[config.mk]
export PLATFORM = sky130hd
export DESIGN_NAME = bsg_link_co_sdr_tx
export DESIGN_NICKNAME = d
export VERILOG_FILES = /design/src/rtl/bsg_link_co_sdr_tx.sv
export SDC_FILE = /design/constraint.sdc
export NUM_CORES = 1
export LEC_CHECK = 0
export CAP_MARGIN = 25
export CELL_PAD_IN_SITES_DETAIL_PLACEMENT = 1
export CELL_PAD_IN_SITES_GLOBAL_PLACEMENT = 2
export CORE_ASPECT_RATIO = 2
export CORE_MARGIN = 1
export CORE_UTILIZATION = 27
export CTS_BUF_LIST = sky130_fd_sc_hd__clkbuf_8
export CTS_CLUSTER_SIZE = 10
export DETAILED_ROUTE_END_ITERATION = 6
export GPL_ROUTABILITY_DRIVEN = 0
export HOLD_SLACK_MARGIN = 0.02
export PLACE_DENSITY_LB_ADDON = 0.1
export SETUP_SLACK_MARGIN = 0.2
export SLEW_MARGIN = 25
export SYNTH_ARGS = -nofsm -noshare
export SYNTH_HDL_FRONTEND = slang
export SYNTH_SLANG_ARGS = --single-unit
export TNS_END_PERCENT = 50
[constraint.sdc]
create_clock -name clk_i -period 2.61 [get_ports clk_i]
set_input_delay 0.261 -clock clk_i [delete_from_list [all_inputs] [get_ports clk_i]]
set_output_delay 0.261 -clock clk_i [all_outputs]
set_load 0.005 [all_outputs]
[src/rtl/bsg_link_co_sdr_tx.sv]
// bsg_link_co_sdr_tx: credit-based SDR transmitter for the outbound co link channel
//   clk_i/async_reset_n_i : core clock, async active-low reset
//   en_i                  : link enable (IDLE <-> RUN)
//   v_i/data_i/ready_o    : core-side valid/ready word input
//   co_v_o/co_data_o      : registered valid/data to the co pads
//   co_tkn_i              : async token toggle from receiver, each edge returns tkn_decimation_p credits
//   credits_o/err_o       : debug credit count, sticky credit-overflow flag
module bsg_link_co_sdr_tx #(
  parameter int width_p = 9,
  parameter int credits_p = 16,
  parameter int tkn_decimation_p = 4
) (
  input  logic                             clk_i,
  input  logic                             async_reset_n_i,
  input  logic                             en_i,
  input  logic                             v_i,
  input  logic [width_p-1:0]               data_i,
  output logic                             ready_o,
  output logic                             co_v_o,
  output logic [width_p-1:0]               co_data_o,
  input  logic                             co_tkn_i,
  output logic [$clog2(credits_p+1)-1:0]   credits_o,
  output logic                             err_o
);
  localparam int cw = $clog2(credits_p+1);
  typedef enum logic {IDLE, RUN} state_e;
  state_e state, state_n;
  logic tkn_s1, tkn_s2, tkn_h, tkn_edge, send;
  logic [cw:0] credits_n;
  always_ff @(posedge clk_i or negedge async_reset_n_i)
    if (!async_reset_n_i) state <= IDLE;
    else state <= state_n;
  always_comb begin
    state_n = state;
    state_n = en_i ? RUN : IDLE;
    ready_o = en_i & (state == RUN) & (credits_o != '0);
    send = v_i & ready_o;
    tkn_edge = tkn_s2 ^ tkn_h;
    credits_n = {1'b0, credits_o} - (cw+1)'(send) + (tkn_edge ? (cw+1)'(tkn_decimation_p) : '0);
  end
  always_ff @(posedge clk_i or negedge async_reset_n_i)
    if (!async_reset_n_i) begin
      tkn_s1 <= 1'b0;
      tkn_s2 <= 1'b0;
      tkn_h <= 1'b0;
      co_v_o <= 1'b0;
      co_data_o <= '0;
      credits_o <= cw'(credits_p);
      err_o <= 1'b0;
    end else begin
      tkn_s1 <= co_tkn_i;
      tkn_s2 <= tkn_s1;
      tkn_h <= tkn_s2;
      co_v_o <= send;
      co_data_o <= send ? data_i : co_data_o;
      credits_o <= (credits_n > (cw+1)'(credits_p)) ? cw'(credits_p) : credits_n[cw-1:0];
      err_o <= err_o | (credits_n > (cw+1)'(credits_p));
    end
endmodule

; Word level (Yosys, flattened, before mapping)
; Index checks and enable logic that the tools add are counted.
[classes]
n_addsub = 2
order_cmp = 1
mux = 3
bitwise = 5
n_reduce_logical = 1
[op_table]
columns = operator, n
row1 = $add A6 B3 Y6, 1
row2 = $gt A6 B5 Y1 const B, 1
row3 = $sub A5 B1 Y6, 1
row4 = $mux W5, 1
row5 = $reduce_bool A5 Y1, 1
row6 = $and A1 B1 Y1, 3
row7 = $mux W3, 1
row8 = $mux W1, 1
row9 = $or A1 B1 Y1, 1
row10 = $xor A1 B1 Y1, 1
[totals]
register_bits = 20
input_bits = 14
out_inout_bits = 17

; Depth between registers and ports, before layout
; Gate-level depths: netlist of run 1.
[depth]
word_depth = 7
ltp_mapped = 10
ltp_nobuf = 10

; Least setup slack after synthesis of run 1
; Ideal clock, no wire load.
[synth_timing]
path_kind = register to register
from = register credits_o[0]
to = register err_o
setup_time_ps = 129
arrival_time_ps = 2714
setup_slack_ps = -232
path_stages_with_launch = 11
period_less_slack_ps = 2842
cell_sequence = dfrtp_1 -> or3_4 -> o31ai_4 -> inv_1 -> ha_1 -> inv_1 -> ha_1 -> fa_1 -> nor3b_1 -> a2bb2oi_1 -> a2111o_1
[synth_between]
elab_chain_len = 7
[synth_lines]
columns = item, line_no
row1 = start: declaration, 22  ; output logic [$clog2(credits_p+1)-1:0] credits_o,
row2 = start signal: assignment, 48  ; credits_o <= cw'(credits_p);
row3 = start signal: assignment, 56  ; credits_o <= (credits_n > (cw+1)'(credits_p)) ? cw'(credits_p) : credits_n[cw-1:0];
row4 = $reduce_bool A5 Y1, 36  ; ready_o = en_i & (state == RUN) & (credits_o != '0);
row5 = $and A1 B1 Y1, 36
row6 = $and A1 B1 Y1, 37  ; send = v_i & ready_o;
row7 = named net send, 28  ; logic tkn_s1, tkn_s2, tkn_h, tkn_edge, send;
row8 = $sub A5 B1 Y6, 39  ; credits_n = {1'b0, credits_o} - (cw+1)'(send) + (tkn_edge ? (cw+1)'(tkn_decimation_p) : '0);
row9 = $add A6 B3 Y6, 39
row10 = $gt A6 B5 Y1, 57  ; err_o <= err_o | (credits_n > (cw+1)'(credits_p));
row11 = $or A1 B1 Y1, 57
row12 = end signal: assignment, 57
row13 = end: declaration, 23  ; output logic err_o
; The timed path passes the listed nets, and every way through them passes these cells.
; A chain may end at the register's enable or synchronous reset.

; Worst setup path in the final report of run 1
[layout_timing]
from = register credits_o[4]
to = register err_o
; Same word-level chain as after synthesis.

==> impl_metrics.tcl, run 1 <==
set metrics [dict create \
    vdd_drop_max_mv 0.661 \
    whs_ns 0.265 \
    worst-setup-path-type "reg -> reg" \
    rows 29 \
    tns_ns 0 \
    synthToLayoutAreaGrowth_pct 67.0 \
    slew_viol_final 0 \
    grt_max_degree 21 \
    track_usage_pct 14.8 \
    antenna_cells 0 \
    core_area_sq_um 3230 \
    dieArea_sq_um 3720 \
    finalHoldViolCount 0 \
    antenna_found_initial 0 \
    layout-drive-gt1-share_pct 40.2 \
    io_pins 31 \
    crit_required_ns 2.74 \
    finalSetupViolCount 0 \
    path_cells "or3_4 -> o31ai_4 -> inv_2 -> ha_2 -> inv_2 -> ha_4 -> fa_2 -> nor3b_2 -> a2bb2oi_2 -> a2111o_1" \
    nFillCells 341 \
    path_clk_slew_ns 0.07 \
    post_drt_wl_per_cell_um 16.2 \
    clock_skew_ns 0.00462 \
    drtIter0Drc 15 \
    tightest_slew_ns 0.462 \
    final_area_sq_um 1560 \
    synth_nets 92 \
    postCtsHoldBufs 0 \
    drc_errors 5 \
    viasPerCell 5.05 \
    synthCells 71 \
    cts_buffers 3 \
    clk_latency_ns 0.25 \
    die_h_um 85.3 \
    timing.final.crit_share_pct 99.8 \
    port_buffers 30 \
    yosysWarnings 0 \
    hp-class "in -> reg" \
    crit_path_frequent_cell "inv_2" \
    route.vias.total 772 \
    die_x_um 43.6 \
    root_buffer "clkbuf_8" \
    min_period_ns 2.61 \
    slowest_delay_ns 0.45 \
    ys_types 22 \
    critical_path.slowest_cell "fa_2" \
    syn_area_sq_um 936 \
    cts_max_path_buffers 2 \
    cts_tree "built" \
    placed_area_sq_um 1370 \
    drt-total-wl_um 2480 \
    start_kind "register" \
    grt_pass1_wl_um 4050 \
    status "complete, but fails checks" \
    overflow 0 \
    synth_seq_area_share_pct 53.6 \
    dp_hpwl_um 1870 \
    htree_levels 1 \
    violations "design-rule violations" \
    crit_fanout 2 \
    syn_area_per_cell_sq_um 13.2 \
    cp_data_arrival_time_ns 2.74 \
    cp-end-kind "register" \
    stdcell_count 153 \
    rsz0062_at_grt "yes" \
    dp_cells 144 \
    initial_utilization_pct 29.0 \
    synth_seq_cells 20 \
    layout_common_cells "29 x clkdlybuf4s50_1, 19 x dfrtp_1, 14 x buf_4" \
    max_freq_mhz 384 \
    drt-pass1-iter-count 5 \
    drv_cap 0 \
    nets 144 \
    clock-sinks 20 \
    powerDensity_nw_per_um2 1090 \
    grt_pass1_vias 863 \
    layout_commonest_cell "clkdlybuf4s50_1" \
    slew_headroom_pct 68.9 \
    p_leak_uw 0.000665 \
    postRouteAntennaNets 0 \
    reg2reg_setup_slack_ns 0.004 \
]
-- per-layer routing --
metal | track usage, % | vias up | wire length (um) | share of wire, %
li1 | - | 357 | - | -
met1 | 13.2 | 386 | 770 | 31
met2 | 27.8 | 23 | 1510 | 61
met3 | 3.19 | 6 | 128 | 5.2
met4 | 8.81 | 0 | 71 | 2.9
met5 | 0 | - | 0 | 0
-- flip-flops by register name (all words and copies together), names as in the netlist --
name	count
co_data_o	9
co_v_o	1
credits_o	5
err_o	1
state	1
tkn_h	1
tkn_s1	1
tkn_s2	1
-- power breakdown --
group / internal, uW / switching (uW)
Clock: 104 / 92.5
Combinational: 592 / 450
Sequential: 409 / 49.1
Total: 1110 / 591
-- path summary, 6_finish.rpt --
| check | startpoint | endpoint | depth (start not counted) |
|---|---|---|---|
| max | credits_o[4] | err_o | 10 |
| min reg2reg | tkn_s1 | tkn_s2 | 0 |
| max reg2reg | credits_o[4] | err_o | 10 |
| max in group asynchronous | async_reset_n_i | credits_o[4] | 2 |
| min in group asynchronous | async_reset_n_i | co_data_o[4] | 2 |
| min | en_i | state | 2 |
-- cell type report --
class	count	area (sq um)	share of cell area (%)
multi-input cells	42	502	32.1
clock buffers	3	41.3	2.64
flip-flops and latches	20	502	32.1
inverters	9	33.8	2.16
well taps	31	38.8	2.48
repair buffers	47	442	28.3
clock inverters	1	3.75	0.240
-- critical path, delay by kind of cell, from the launching register on --
kind                       cells  cell delay [ns]
adders and majority gates      3             0.75
buffers and inverters          2             0.12
and+or+nand+nor                2             0.60
AOI/OAI and AO/OA              3             0.65
DFF                            1             0.37
-- cells by family (layout without fill, tap and decap cells) --
logic type / after synthesis / in the layout / share of synthesized area (%)
AOI/OAI and AO/OA: 17 / 17 / 15.4
muxes: 9 / 9 / 10.8
DFF: 20 / 20 / 53.6
and+or+nand+nor: 7 / 7 / 4.55
buffers and inverters: 9 / 60 / 3.61
xor gates and xnor gates: 2 / 2 / 1.87
adders and majority gates: 7 / 7 / 10.2
-- cells in the mapped netlist --
library cell | instances | share of area, %
a211o_1 | 1 | 0.94
ha_1 | 6 | 8.0
a2111oi_0 | 2 | 1.9
a2111o_1 | 1 | 1.2
dfrtp_1 | 19 | 51
fa_1 | 1 | 2.1
o311a_2 | 1 | 1.2
nor3b_1 | 1 | 0.80
or2_2 | 1 | 0.67
o21a_1 | 1 | 0.80
nor2_1 | 3 | 1.2
a211oi_1 | 4 | 3.2
o21bai_1 | 1 | 0.80
dfstp_2 | 1 | 2.8
mux2_2 | 9 | 11
or3_4 | 1 | 1.2
a2bb2oi_1 | 1 | 0.94
xnor2_1 | 2 | 1.9
and3_1 | 1 | 0.67
o31ai_4 | 1 | 2.3
inv_1 | 9 | 3.6
o21ai_0 | 4 | 2.1
-- timing repair --
| item | in CTS | in global routing |
|---|---|---|
| gates cloned | 0 | 0 |
| endpoints found under the setup margin | 6 | 6 |
| resized for setup | 15 | 12 |
| setup buffers | 1 | 4 |
| pin swaps | 6 | 6 |
-- per-stage QoR --
stage,util (%),total power (uW),worst slack (ns)
floorplan,-,825,-0.232
global placement,42.3,1220,-0.464
detailed placement,42.3,1240,-0.624
CTS,46.0,1600,-0.0981
global route,48.4,1810,-0.0774
finish,48.4,1700,0.00435
Power figures use the tool's default switching activity.
==> run 2, diff against run 1 <==
- CORE_MARGIN: 1 -> default
==> results of run 2 <==
Same layout as run 1: the final DEF is identical, and so are final timing and power.
==> run 3, diff against run 2 <==
- CORE_MARGIN: default -> 2
==> run 3 against run 2 <==
The flow finishes with violations (negative setup slack). Power is 6.2% higher. Critical path type unchanged. Clock power rose by 8%. Register-to-register slack lost 0.07 ns. First-iteration DRC count fell by 33%. Cell count grew 5.9%. Flip-flop and latch count unchanged. Largest power group unchanged.
==> impl_metrics.tcl, run 3 (synthesis gave the netlist of run 1 again) <==
set metrics [dict create \
    die_x_um 45.6 \
    reg2reg_setup_slack_ns -0.06 \
    rsz0062_at_grt "yes" \
    hp-class "in -> async" \
    drt-pass1-iter-count 6 \
    cts_buffers 3 \
    clk_latency_ns 0.26 \
    cp_data_arrival_time_ns 2.82 \
    clock_skew_ns 0.00393 \
    rr_endpoint "err_o" \
    synthToLayoutAreaGrowth_pct 72.9 \
    route.vias.total 798 \
    gr-usage-met2_pct 27.3 \
    tightest_slew_ns 0.637 \
    root_buffer "clkbuf_8" \
    dieArea_sq_um 3980 \
    drt-total-wl_um 2770 \
    drv_cap 0 \
    min_period_ns 2.67 \
    die_h_um 87.3 \
    use_met3_pct 1.87 \
    layout_setup_ws_ns -0.0635 \
    grt_max_degree 21 \
    ff2ff_path_depth 12 \
    nets 152 \
    io_pins 31 \
    post_drt_wl_per_cell_um 17.1 \
    grt_pass1_vias 873 \
    grt_pass1_wl_um 4020 \
    vdd_drop_max_mv 0.663 \
    core_area_sq_um 3340 \
    clock-sinks 20 \
    crit_family "compound AO/OA/AOI/OAI gates" \
    status "complete, but fails checks" \
    placed_area_sq_um 1390 \
    final_area_sq_um 1620 \
    cts_max_path_buffers 2 \
    fin_util_pct 48.4 \
    drtIter0Drc 10 \
    top_regs "co_data_o x9, credits_o x5" \
    path_clk_slew_ns 0.08 \
    powerDensity_nw_per_um2 1110 \
    p_leak_uw 0.000699 \
    postRouteAntennaNets 0 \
    initial_utilization_pct 28.0 \
    layout-drive-gt1-share_pct 43.1 \
    stdcell_count 162 \
    slew_headroom_pct 57.4 \
    drc_errors 0 \
    finalHoldViolCount 0 \
    slew_viol_final 0 \
    port_buffers 30 \
    post-place-ws_ns -0.520 \
    tns_ns -0.0635 \
    timing.final.crit_share_pct 102 \
    largest_reg_flops 9 \
    crit_required_ns 2.76 \
    layout_commonest_cell "clkdlybuf4s50_1" \
    top_register "co_data_o" \
    violations "negative setup slack" \
    path_cells "or3_4 -> o31ai_4 -> inv_2 -> ha_2 -> inv_2 -> ha_4 -> fa_2 -> a211oi_4 -> buf_4 -> o21a_4 -> buf_6 -> a2111o_1" \
    start_kind "register" \
    reg2reg_from "credits_o[4]" \
    track_usage_pct 14.8 \
    overflow 0 \
    htree_levels 1 \
    use_met1_pct 12.5 \
    critical_path.slowest_cell "or3_4" \
    antenna_found_initial 0 \
    busiest_layer "met2" \
    dp_hpwl_um 1920 \
    finalSetupViolCount 1 \
    viasPerCell 4.93 \
    cp.buffers_inverters 4 \
    dp_cells 148 \
    antenna_cells 0 \
    max_freq_mhz 374 \
    crit_fanout 4 \
    crit_path_frequent_cell "inv_2" \
    cp-end-kind "register" \
    slowest_delay_ns 0.41 \
    rows 30 \
    layout_common_cells "30 x clkdlybuf4s50_1, 24 x buf_4, 19 x dfrtp_1" \
    worst-setup-path-type "reg -> reg" \
    cts_tree "built" \
]
[run 3: final cells by class]
class	instances	area [sq um]
clock buffers	3	41.3
clock inverters	1	3.75
fillers	361	1720
inverters	9	33.8
multi-input cells	42	505
flip-flops and latches	20	502
well taps	32	40.0
repair buffers	55	492
[run 3: routing by layer]
layer  vias up  share of wire, %
met4         0               3.9
met5         -                 0
met1       392                32
met3         7               3.6
li1        374                 -
met2        25                60
[run 3: per-stage QoR]
| stage | power, uW | hold WS, ns |
|---|---|---|
| finish | 1800 | 0.345 |
| CTS | 1670 | 0.364 |
| detailed placement | 1270 | 0.348 |
| floorplan | 825 | -0.0346 |
| global route | 1910 | 0.358 |
| global placement | 1250 | 0.337 |
[run 3: repair_timing]
| item | in CTS | in global routing |
|---|---|---|
| setup endpoints to repair | 6 | 6 |
| buffers inserted | 8 | 2 |
| pin swaps | 5 | 3 |
| hold buffers | 0 | 0 |
| gates resized for setup | 13 | 10 |
[run 3: how the worst max path moves through the flow]
stage	start	endpoint	slack (ns)	depth (start not counted)
floorplan	credits_o[0]	err_o	-0.23	10
global placement	en_i	credits_o[3]	-0.35	11
detailed placement	en_i	credits_o[3]	-0.52	11
CTS	credits_o[4]	err_o	-0.09	12
global route	credits_o[4]	err_o	-0.12	12
finish	credits_o[4]	err_o	-0.06	12
[run 3: where the power goes]
| part | leakage, uW | total (uW) | internal, uW | switching (uW) |
|---|---|---|---|---|
| logic | 0.000432 | 1140 | 653 | 482 |
| clock network | 0.0000269 | 212 | 105 | 107 |
| registers | 0.000240 | 455 | 408 | 46.4 |
| total | 0.000699 | 1800 | 1170 | 636 |
